$ cat src/rtl/misaligned_load_sequencer_pkg.sv
// misaligned_load_sequencer_pkg: shared state encoding and load geometry helpers
package misaligned_load_sequencer_pkg;

    typedef enum logic [1:0] {IDLE, WAIT_LO, WAIT_HI, MERGE} load_seq_state_e;

    localparam int WORD_BYTES = 4;

    // A load crosses a word boundary when its last byte falls past the word end
    function automatic logic load_crosses(input logic [1:0] offset, input logic is_byte, input logic is_half);
        logic [2:0] size;
        size = is_byte ? 3'd1 : is_half ? 3'd2 : 3'(WORD_BYTES);
        return ({1'b0, offset} + size) > 3'(WORD_BYTES);
    endfunction

endpackage

$ cat src/rtl/load_data_merge.sv
// load_data_merge: aligns a two-word window to the load offset and sign/zero-extends the result
module load_data_merge #(
    parameter int XLEN = 32
) (
    input  logic [XLEN-1:0] hi_word,
    input  logic [XLEN-1:0] lo_word,
    input  logic [1:0]      offset,
    input  logic            is_byte,
    input  logic            is_half,
    input  logic            is_unsigned,
    output logic [XLEN-1:0] result
);

    logic [2*XLEN-1:0] window;
    logic [XLEN-1:0]   aligned;

    // Shift the byte at the load offset down to bit 0, then extend per load size
    always_comb begin
        window  = {hi_word, lo_word} >> {offset, 3'b000};
        aligned = window[XLEN-1:0];
        result  = is_byte ? {{(XLEN-8){~is_unsigned & aligned[7]}}, aligned[7:0]}
                : is_half ? {{(XLEN-16){~is_unsigned & aligned[15]}}, aligned[15:0]}
                : aligned;
    end

endmodule

$ cat src/rtl/misaligned_load_sequencer.sv
// misaligned_load_sequencer: splits loads into one or two aligned reads, merges and extends the result
module misaligned_load_sequencer
    import misaligned_load_sequencer_pkg::*;
#(
    parameter int XLEN            = 32,
    parameter int MAX_MEM_LATENCY = 4
) (
    input  logic            i_clk,
    input  logic            i_rst,
    input  logic            i_req_valid,
    output logic            o_req_ready,
    input  logic [XLEN-1:0] i_req_address,
    input  logic            i_is_load_byte,
    input  logic            i_is_load_halfword,
    input  logic            i_is_load_unsigned,
    input  logic            i_flush,
    output logic            o_mem_read_en,
    output logic [XLEN-1:0] o_mem_address,
    input  logic            i_mem_rvalid,
    input  logic [XLEN-1:0] i_mem_read_data,
    output logic            o_rsp_valid,
    output logic [XLEN-1:0] o_rsp_data,
    output logic            o_stall,
    output logic            o_timeout
);

    localparam int CW = $clog2(MAX_MEM_LATENCY + 2);
    localparam logic [CW-1:0] LIMIT = CW'(MAX_MEM_LATENCY + 1);

    load_seq_state_e state;
    logic [XLEN-1:0] addr_q;
    logic [XLEN-1:0] lo_q;
    logic [XLEN-1:0] hi_q;
    logic            byte_q;
    logic            half_q;
    logic            unsigned_q;
    logic [CW-1:0]   wait_cnt;
    logic            accept;
    logic            cross_q;
    logic            issue_hi;

    assign accept        = i_req_valid && state == IDLE && !i_flush;
    assign cross_q       = load_crosses(addr_q[1:0], byte_q, half_q);
    assign issue_hi      = state == WAIT_LO && i_mem_rvalid && cross_q && !i_flush;
    assign o_req_ready   = state == IDLE;
    assign o_stall       = state != IDLE || i_req_valid;
    assign o_rsp_valid   = state == MERGE && !i_flush;
    assign o_mem_read_en = accept || issue_hi;
    assign o_mem_address = accept   ? {i_req_address[XLEN-1:2], 2'b00}
                         : issue_hi ? {addr_q[XLEN-1:2], 2'b00} + XLEN'(WORD_BYTES)
                         : '0;

    load_data_merge #(.XLEN(XLEN)) u_merge (
        .hi_word     (hi_q),
        .lo_word     (lo_q),
        .offset      (addr_q[1:0]),
        .is_byte     (byte_q),
        .is_half     (half_q),
        .is_unsigned (unsigned_q),
        .result      (o_rsp_data)
    );

    // Load sequencing FSM with operand latches and the read-response watchdog
    always_ff @(posedge i_clk) begin
        if (i_rst) begin
            state      <= IDLE;
            addr_q     <= '0;
            lo_q       <= '0;
            hi_q       <= '0;
            byte_q     <= 1'b0;
            half_q     <= 1'b0;
            unsigned_q <= 1'b0;
            wait_cnt   <= '0;
            o_timeout  <= 1'b0;
        end else if (i_flush) begin
            state <= IDLE;
        end else begin
            case (state)
                IDLE: begin
                    if (accept) begin
                        addr_q     <= i_req_address;
                        byte_q     <= i_is_load_byte;
                        half_q     <= i_is_load_halfword;
                        unsigned_q <= i_is_load_unsigned;
                        wait_cnt   <= CW'(1);
                        state      <= WAIT_LO;
                    end
                end
                WAIT_LO: begin
                    if (i_mem_rvalid) begin
                        lo_q     <= i_mem_read_data;
                        wait_cnt <= CW'(1);
                        state    <= cross_q ? WAIT_HI : MERGE;
                    end else if (wait_cnt == LIMIT) begin
                        o_timeout <= 1'b1;
                        state     <= IDLE;
                    end else begin
                        wait_cnt <= wait_cnt + CW'(1);
                    end
                end
                WAIT_HI: begin
                    if (i_mem_rvalid) begin
                        hi_q  <= i_mem_read_data;
                        state <= MERGE;
                    end else if (wait_cnt == LIMIT) begin
                        o_timeout <= 1'b1;
                        state     <= IDLE;
                    end else begin
                        wait_cnt <= wait_cnt + CW'(1);
                    end
                end
                default: state <= IDLE;
            endcase
        end
    end

endmodule

$ cat config.mk
export PLATFORM = sky130hd
export DESIGN_NAME = misaligned_load_sequencer
export DESIGN_NICKNAME = d
export VERILOG_FILES = /design/src/rtl/misaligned_load_sequencer_pkg.sv /design/src/rtl/load_data_merge.sv /design/src/rtl/misaligned_load_sequencer.sv
export SDC_FILE = /design/constraint.sdc
export NUM_CORES = 1
export LEC_CHECK = 0
export BUFFER_PORTS_ARGS = -buffer_cell sky130_fd_sc_hd__buf_4
export CORE_ASPECT_RATIO = 1.25
export CORE_MARGIN = 1
export CORE_UTILIZATION = 46
export DETAILED_ROUTE_END_ITERATION = 8
export GPL_ROUTABILITY_DRIVEN = 1
export GPL_TIMING_DRIVEN = 0
export PLACE_DENSITY = 0.69
export SLEW_MARGIN = 0
export SYNTH_ARGS = -nofsm -noshare
export SYNTH_HDL_FRONTEND = slang
export SYNTH_SLANG_ARGS = --single-unit
export TNS_END_PERCENT = 1
$ cat constraint.sdc
create_clock -name i_clk -period 3.1 [get_ports i_clk]
set_clock_uncertainty 0.05 [all_clocks]
set_input_delay 0.465 -clock i_clk [delete_from_list [all_inputs] [get_ports i_clk]]
set_output_delay 0.465 -clock i_clk [all_outputs]
set_load 0.05 [all_outputs]
==> impl_metrics.csv, run 1 <==
group,metric,value,unit
finish,n_fill_cell,1012,
floorplan,ios,141,
power_and_ir_drop,powerDensity,403.1,nW/um^2
critical_path,timing.rr.start,"addr_q[1]",
placement,place_area,6977,sq um
routing,drt-total-wl,18020,um
finish,fin_cells,1024,
sta,worst_pin_slew,0.6621,ns
status,violations,"negative setup slack",
floorplan,initial_core_util,0.4699,
critical_path,start_kind,"flip-flop",
critical_path,cp.required,2.58,ns
floorplan,coreArea,11560,sq um
finish,final_core_util,0.6611,
yosys,ys_ff_latch,97,
yosys,syn-instance-count,723,
yosys,synth_warnings,0,
placement,place_ws,-0.9113,ns
global_routing,grt_max_degree,19,
cts,cts_buffers,9,
global_routing,grt_pass1_vias,5675,
finish,nets,963,
sta,final_hold_viol_count,0,
sta,fin_crit,3.199,ns
routing,wl_per_cell,17.60,um
finish,register_area,1948,sq um
yosys,synth_edf_count,0,
flow_run,max_cap_violations,0,
cts,cts_sinks,97,
global_routing,antenna_found_initial,0,
finish,multiInputGateArea,3563,sq um
placement,port_buffers,137,
floorplan,dieArea,12250,sq um
power_and_ir_drop,power.total,3.081,mW
sta,rsz0062_at_grt,"true",
yosys,synthFlopType,"dfxtp_1",
global_routing,grt_first_pass_wirelength,28480,um
cts,cts_tree,"built",
power_and_ir_drop,vdd_ir_drop_max,320.2,uV
cts,clk_path_buf_depth,2,
critical_path,cp.arrival,2.68,ns
yosys,ys_seq_area_frac,0.3574,
floorplan,die_w,99.20,um
yosys,synth.distinct_cells,50,
critical_path,path_class,"flip-flop to output pin",
finish,fin_area,7644,sq um
sta,fmax,312.6,MHz
floorplan,row_count,44,
critical_path,rrSetupSlack,0.71,ns
hold_path,hp-start,"i_req_address[1]",
routing,ant_nets,0,
routing,drt-pass1-iter-count,4,
yosys,async_flop_share,0,
hold_path,hp-class,"input pin to flip-flop",
finish,drive_gt1_frac,0.2754,
global_routing,overflow,0,
cts,htree_levels,3,
critical_path,crit_path_end_kind,"output pin",
finish,num_antenna_cells,0,
cts,clk_pin_slew,0.08,ns
sta,finalSetupTns,-2.498,ns
power_and_ir_drop,p_leak,2.883,nW
placement,place.detailed.instances,999,
routing,drc,0,
placement,gp_congestion,0.9139,
global_routing,grt_usage,0.3019,
sta,hold_ws,0.2991,ns
routing,vias,5752,
critical_path,critPathLaunch,"addr_q[1]",
sta,slew_headroom,0.5545,
critical_path,crit_fanout,10,
sta,setup_violations,30,
routing,drtIter0Drc,206,
floorplan,die_y,123.5,um
cts,clk_latency,0.35,ns
placement,dpl.hpwl,13250,um
yosys,syn_area,5433,sq um
status,outcome,"finished, violations left",
sta,setup_slack,-0.09899,ns
finish,syn_to_final_growth,40.70,%
cts,ctsRootBufferMaster,"clkbuf_16",
yosys,synth.avg_cell_area,7.514,sq um
sta,fin_crit_sh,1.032,
routing,via_per_inst,5.617,
sta,slew_viol_final,0,
area by class of cell:
class / instances / area share
timing repair buffer: 147 / 0.1693
inverter: 15 / 0.007694
multi-input combinational: 561 / 0.4662
clock inverter: 7 / 0.01097
tap: 138 / 0.02259
buffer: 50 / 0.03896
clock buffer: 9 / 0.02946
sequential: 97 / 0.2549
state kept, by name (all words and copies together) (netlist names):
signal and flops:
addr_q 32, byte_q 1, half_q 1, hi_q 24
lo_q 32, o_timeout 1, state 2, unsigned_q 1
wait_cnt 3
where the power goes:
group | internal (mW) | switching [mW]
logic | 0.224 | 0.362
registers | 1.28 | 0.0384
clock network | 0.642 | 0.539
cell usage in the layout, fill, tap and decap left out, types with 6 or more instances in the layout:
cell and count:
a21oi_1 109, xnor2_1 9, buf_6 29, nor2_1 18, ha_1 9, nand4_1 9, mux4_2 8, buf_4 114
nand2_1 208, mux2i_1 17, nor3_1 6, nand3_1 12, xor2_1 19, clkbuf_16 11, nor2b_1 11, mux2_2 9
clkbuf_1 30, buf_2 10, o21ai_4 30, a211oi_1 8, dfxtp_1 94, o21ai_0 35, inv_1 14
Yosys cell counts, types with 12 or more instances:
cell type  count  area [sq um]
a21oi_1      109         545.5
buf_2         15         75.07
clkbuf_1      31         116.4
dfxtp_1       97          1942
inv_1         15         56.30
mux2i_1       17         170.2
nand2_1      208         780.8
nand3_1       13         65.06
nor2_1        18         67.56
nor2b_1       12         75.07
o21ai_0       49         245.2
o21ai_1       12         60.06
xor2_1        19         166.4
timing repair:
action / 4_1_cts / 5_1_grt
endpoints found under the setup margin: 32 / 35
pin swaps: 2 / 2
hold buffers: 0 / 0
gates resized for setup: 60 / 3
endpoints found under the hold margin: 0 / 0
buffers inserted: 8 / 0
cloned: 2 / 0
logic make-up after synthesis:
family	share of synthesized area
simple gates	0.2434
compound gates	0.1939
flops	0.3574
buf+inv	0.05182
mux	0.08314
xor+xnor	0.04514
fa+ha+maj	0.02441
other cells	0.0006903
path summary, 6_finish.rpt:
path	end	cells past startpoint
max	o_mem_address[20]	11
min	addr_q[1]	3
max reg2reg	state[0]	11
min reg2reg	hi_q[17]	2
critical path, cell delays in order, from the launching register on:
cell     delay (ns)
dfxtp_4        0.36
buf_8          0.10
buf_12         0.09
inv_4          0.03
fa_1           0.47
nor2b_4        0.15
nor3_4         0.34
nand3_4        0.17
buf_12         0.16
buf_12         0.15
o21ai_4        0.13
buf_6          0.17
metal layers:
metal / global-route usage / wire length, um / vias up
li1: - / - / 2783
met2: 0.5295 / 8939 / 222
met3: 0.05144 / 1216 / 50
met4: 0.1590 / 652 / 0
met5: 0 / 0 / -
met1: 0.3531 / 7215 / 2697
No activity file was read; power rests on OpenSTA's default activity.
==> inputs of run 2 (changes only) <==
Settings changed: GPL_TIMING_DRIVEN 0 to default, PLACE_DENSITY 0.69 to 0.71.
==> run 2 against run 1 <==
  * The flow still finishes with violations (negative setup slack)
  * Worst hold slack improved by 0.0076 ns
  * Combinational power decreased by 8.2%
  * Sequential power barely moved
==> impl_metrics.csv, run 2 (synthesis gave the netlist of run 1 again) <==
group,metric,value,unit
status,outcome,"finished, violations left",
status,violations,"negative setup slack",
sta,slew_headroom,0.3865,
finish,fin_cells,978,
critical_path,worstPathCellList,"ha_1 > inv_1 > fa_1 > nor2b_1 > nor3_1 > buf_4 > nand3_4 > buf_12 > o21ai_4 > buf_6",
floorplan,ios,141,
floorplan,dieArea,12250,sq um
routing,drt-pass1-iter-count,5,
placement,gp_congestion,0.8700,
sta,setup_slack,-0.02447,ns
placement,port_buffers,138,
sta,worst_pin_slew,0.9181,ns
cts,cts_setup_buffers,0,
sta,rsz0062_at_grt,"true",
finish,multiInputGateArea,3547,sq um
floorplan,row_count,44,
routing,vias,5394,
finish,final_common_cell,"nand2_1",
finish,syn_to_final_growth,33.74,%
hold_path,hp-class,"input pin to flip-flop",
global_routing,grt_first_pass_wirelength,25050,um
finish,n_fill_cell,1048,
power_and_ir_drop,vdd_ir_drop_max,242.9,uV
critical_path,path_class,"flip-flop to output pin",
sta,fin_crit_sh,1.008,
finish,reg_top3,"addr_q: 32 flops, lo_q: 32 flops, hi_q: 24 flops",
placement,dpl.hpwl,10860,um
routing,ant_nets,0,
finish,nets,917,
global_routing,overflow,0,
global_routing,grt_pass1_vias,5317,
placement,place_ws,0.2446,ns
power_and_ir_drop,p_leak,2.668,nW
global_routing,grt_max_degree,50,
critical_path,crit_fanout,30,
finish,fin_area,7266,sq um
routing,drt-total-wl,15240,um
routing,wl_per_cell,15.58,um
routing,drc,0,
floorplan,die_w,99.20,um
critical_path,cp.required,2.58,ns
global_routing,antenna_found_initial,0,
floorplan,die_y,123.5,um
routing,met2WireLength,7897,um
finish,drive_gt1_frac,0.2702,
sta,hold_ws,0.3068,ns
cts,cts_buffers,9,
critical_path,critPathTopFamily,"buffers and inverters",
cts,ctsRootBufferMaster,"clkbuf_16",
finish,register_area,1946,sq um
placement,place.detailed.instances,962,
cts,cts_sinks,97,
critical_path,cp.arrival,2.61,ns
sta,fmax,320.1,MHz
critical_path,crit_path_end_kind,"output pin",
cts,hold_buffers,0,
critical_path,start_kind,"flip-flop",
routing,drtIter0Drc,256,
routing,topRoutingLayerUsed,"met4",
routing,met3_length,770,um
sta,setup_violations,6,
placement,place_area,6864,sq um
sta,slew_viol_final,0,
critical_path,cpPeakStageDelay,0.43,ns
routing,wl_met1,6302,um
finish,layout_common_cells,"nand2_1, buf_4, a21oi_1, dfxtp_1, o21ai_0",
sta,final_hold_viol_count,0,
routing,via_per_inst,5.515,
flow_run,max_cap_violations,0,
sta,fin_crit,3.124,ns
cts,htree_levels,3,
floorplan,initial_core_util,0.4699,
cts,cts_tree,"built",
cts,clk_pin_slew,0.07,ns
critical_path,cp_num_buf_inv,4,
cts,clk_path_buf_depth,2,
cts,clk_latency,0.35,ns
floorplan,coreArea,11560,sq um
power_and_ir_drop,powerDensity,400.7,nW/um^2
global_routing,grt_usage,0.2570,
critical_path,crit_slowest_cell,"fa_1",
finish,num_antenna_cells,0,
## run 2: worst register-to-register path: stages, from the launching register on
cell,delay (ns)
dfxtp_2,0.40
ha_1,0.18
inv_1,0.05
fa_1,0.47
nor2b_1,0.13
nor3_1,0.07
buf_4,0.15
a311oi_1,0.32
o21ai_0,0.12
a211oi_1,0.19
## run 2: power breakdown
part	internal, mW	switching [mW]	leakage [nW]	total [mW]
clock	0.550	0.510	0.124	1.06
combinational	0.202	0.335	1.76	0.537
sequential	1.28	0.0378	0.787	1.31
total	2.03	0.883	2.67	2.91
## run 2: path summary, 6_finish.rpt
| check | start | to | slack [ns] | depth (start not counted) |
|---|---|---|---|---|
| hold reg to reg | hi_q[14] | hi_q[14] | 0.41 | 2 |
| hold / removal | i_req_address[1] | addr_q[1] | 0.31 | 3 |
| setup reg to reg | byte_q | state[0] | 0.89 | 9 |
| setup / recovery | byte_q | o_mem_address[28] | -0.02 | 10 |
## run 2: what timing repair did
item                       CTS  global route
resized for setup           32             1
pin swaps                    0             0
setup endpoints to repair   32            46
## run 2: cell type report
| cell class | count | share of cell area |
|---|---|---|
| sequential | 97 | 0.2678 |
| clock inverter | 7 | 0.007749 |
| clock buffer | 9 | 0.03100 |
| multi-input combinational | 561 | 0.4882 |
| tap | 138 | 0.02376 |
| timing repair buffer | 151 | 0.1738 |
| inverter | 15 | 0.007749 |
## run 2: per-stage QoR
step / power, mW / utilization / TNS (ns)
floorplan: 1.679 / - / 0
global placement: 1.857 / 0.5937 / 0
detailed placement: 1.866 / 0.5937 / 0
CTS: 2.932 / 0.6282 / -0.3369
global route: 3.024 / 0.6285 / -3.174
finish: 2.911 / 0.6285 / -0.06698
## run 2: per-layer routing
metal,vias to the layer above,global-route usage
met3,20,0.04127
met4,0,0.09926
met2,153,0.4774
li1,2684,-
met5,-,0
met1,2537,0.2941
==> inputs of run 3 (changes only) <==
Settings changed: CORE_ASPECT_RATIO 1.25 to default, CTS_CLUSTER_DIAMETER from default to 60, PLACE_DENSITY 0.71 to 0.68.
==> run 3 against run 2 <==
  * Global-route usage down 0.057 points
  * Via count grew 0.37%
  * The flow now finishes without violations
  * Cell area grew 3.0%
  * Largest power group unchanged
  * Combinational power rose by 3%
  * Critical endpoint is now o_mem_address[21]
  * Sequential power hardly changed
==> impl_metrics.csv, run 3 (synthesis gave the netlist of run 1 again) <==
group,metric,value,unit
status,outcome,"finished, final reports clean",
sta,hold_ws,0.3163,ns
global_routing,overflow,0,
critical_path,cp_common_cell,"buf_6",
power_and_ir_drop,clkPwrFrac,0.403,
sta,fin_crit,3.049,ns
cts,clk_pin_slew,0.06,ns
routing,drc,0,
cts,clk_path_buf_depth,2,
power_and_ir_drop,p_sw_frac,0.2726,
floorplan,initial_core_util,0.4738,
cts,htree_levels,3,
critical_path,worstPathCellList,"ha_4 > inv_2 > fa_1 > nor2b_4 > nor3_4 > buf_6 > nand3_4 > buf_8 > o21ai_4 > buf_6",
finish,drive_gt1_frac,0.2832,
finish,nets,922,
global_routing,grt_usage,0.2564,
sta,worst_pin_slew,0.9423,ns
cts,cts_tree,"built",
floorplan,die_w,110.7,um
power_and_ir_drop,powerDensity,417.7,nW/um^2
critical_path,timing.rr.start,"byte_q",
critical_path,cpPeakStageDelay,0.44,ns
sta,setup_slack,0.05088,ns
placement,place_ws,0.1561,ns
routing,drt-pass1-iter-count,5,
routing,wl_per_cell,15.90,um
finish,num_antenna_cells,0,
hold_path,hp-start,"i_mem_read_data[26]",
power_and_ir_drop,p_int,2.274,mW
sta,setup_violations,0,
critical_path,cp.required,2.58,ns
critical_path,path_class,"flip-flop to output pin",
critical_path,crit_path_end_kind,"output pin",
flow_run,max_cap_violations,0,
routing,ant_nets,0,
sta,slew_viol_final,0,
cts,cts_sinks,97,
floorplan,coreArea,11470,sq um
sta,rsz0062_at_grt,"true",
floorplan,row_count,39,
global_routing,grt_max_degree,57,
finish,layout_common_cells,"nand2_1, buf_4, a21oi_1, dfxtp_1, o21ai_0",
cts,ctsRootBufferMaster,"clkbuf_16",
finish,fin_area,7485,sq um
finish,reg_top3,"addr_q: 32 flops, lo_q: 32 flops, hi_q: 24 flops",
routing,vias,5414,
sta,fmax,328.0,MHz
cts,cts_buffers,9,
floorplan,ios,141,
hold_path,hp-class,"input pin to flip-flop",
finish,syn_to_final_growth,37.77,%
critical_path,critPathLaunch,"byte_q",
floorplan,dieArea,12250,sq um
routing,drt-total-wl,15690,um
placement,gp_congestion,0.8158,
power_and_ir_drop,p_leak,2.781,nW
power_and_ir_drop,p_sw,0.8522,mW
critical_path,crit_fanout,5,
sta,finalSetupTns,0,ns
power_and_ir_drop,power.total,3.126,mW
placement,place.detailed.instances,968,
global_routing,grt_pass1_vias,5200,
finish,fin_cells,987,
cts,hold_buffers,0,
power_and_ir_drop,seqPwrFrac,0.421,
finish,final_core_util,0.6527,
sta,slew_headroom,0.3702,
power_and_ir_drop,vdd_ir_drop_max,314.6,uV
sta,final_hold_viol_count,0,
critical_path,cp.arrival,2.53,ns
placement,place_area,6890,sq um
routing,via_per_inst,5.485,
finish,final_common_cell,"nand2_1",
routing,drtIter0Drc,337,
critical_path,crit_slowest_cell,"fa_1",
cts,clk_latency,0.34,ns
sta,fin_crit_sh,0.9836,
global_routing,grt_first_pass_wirelength,25620,um
placement,dpl.hpwl,10880,um
power_and_ir_drop,combPwrFrac,0.176,
critical_path,start_kind,"flip-flop",
placement,port_buffers,138,
global_routing,antenna_found_initial,0,
floorplan,die_y,110.7,um
==> run 3: changes by cell type in the layout (fill, tap and decap cells not counted), moves of 2 or more <==
cell / delta
buf_8: +5
buf_6: -3
bufinv_16: +3
clkinv_4: -2
clkinvlp_4: -2
dfxtp_1: -2
==> run 3: layout make-up <==
cell class                 instances  area (sq um)
fill                             983          3983
timing repair buffer             156          1365
multi-input combinational        561          3600
sequential                        97          1951
clock buffer                      10         229.0
inverter                          15         56.30
tap                              143         178.9
clock inverter                     5         105.1
==> run 3: per-layer routing <==
| layer | part of all wire | global-route usage | vias up |
|---|---|---|---|
| met5 | 0 | 0 | - |
| met1 | 0.44 | 0.3289 | 2539 |
| met3 | 0.056 | 0.05303 | 19 |
| met4 | 0.014 | 0.07289 | 0 |
| met2 | 0.49 | 0.4348 | 165 |
| li1 | - | - | 2691 |
==> run 3: critical path, delay by kind of cell (launching register included) <==
family	cells	cell delay, ns
buf+inv	4	0.55
simple gates	3	0.51
fa+ha+maj	2	0.57
compound gates	1	0.17
flops	1	0.37
==> run 3: worst paths after layout <==
kind                                          end  slack (ns)  depth (start not counted)
worst min-delay path                     lo_q[26]        0.32                          3
worst max register to register           state[0]        0.97                          9
worst min register to register            lo_q[4]        0.40                          2
worst max-delay path            o_mem_address[21]        0.05                         10
==> run 3: timing repair <==
action	CTS	global route
buffers inserted	1	2
setup endpoints to repair	46	46
cloned	1	0
resized for setup	12	45
pin swaps	1	4
==> run 3: power groups by stage <==
| stage | Combinational, mW | Clock (mW) | Sequential, mW |
|---|---|---|---|
| floorplan | 0.346 | 0 | 1.33 |
| global placement | 0.515 | 0 | 1.34 |
| detailed placement | 0.522 | 0 | 1.34 |
| CTS | 0.531 | 1.28 | 1.31 |
| global route | 0.587 | 1.34 | 1.32 |
| finish | 0.551 | 1.26 | 1.32 |
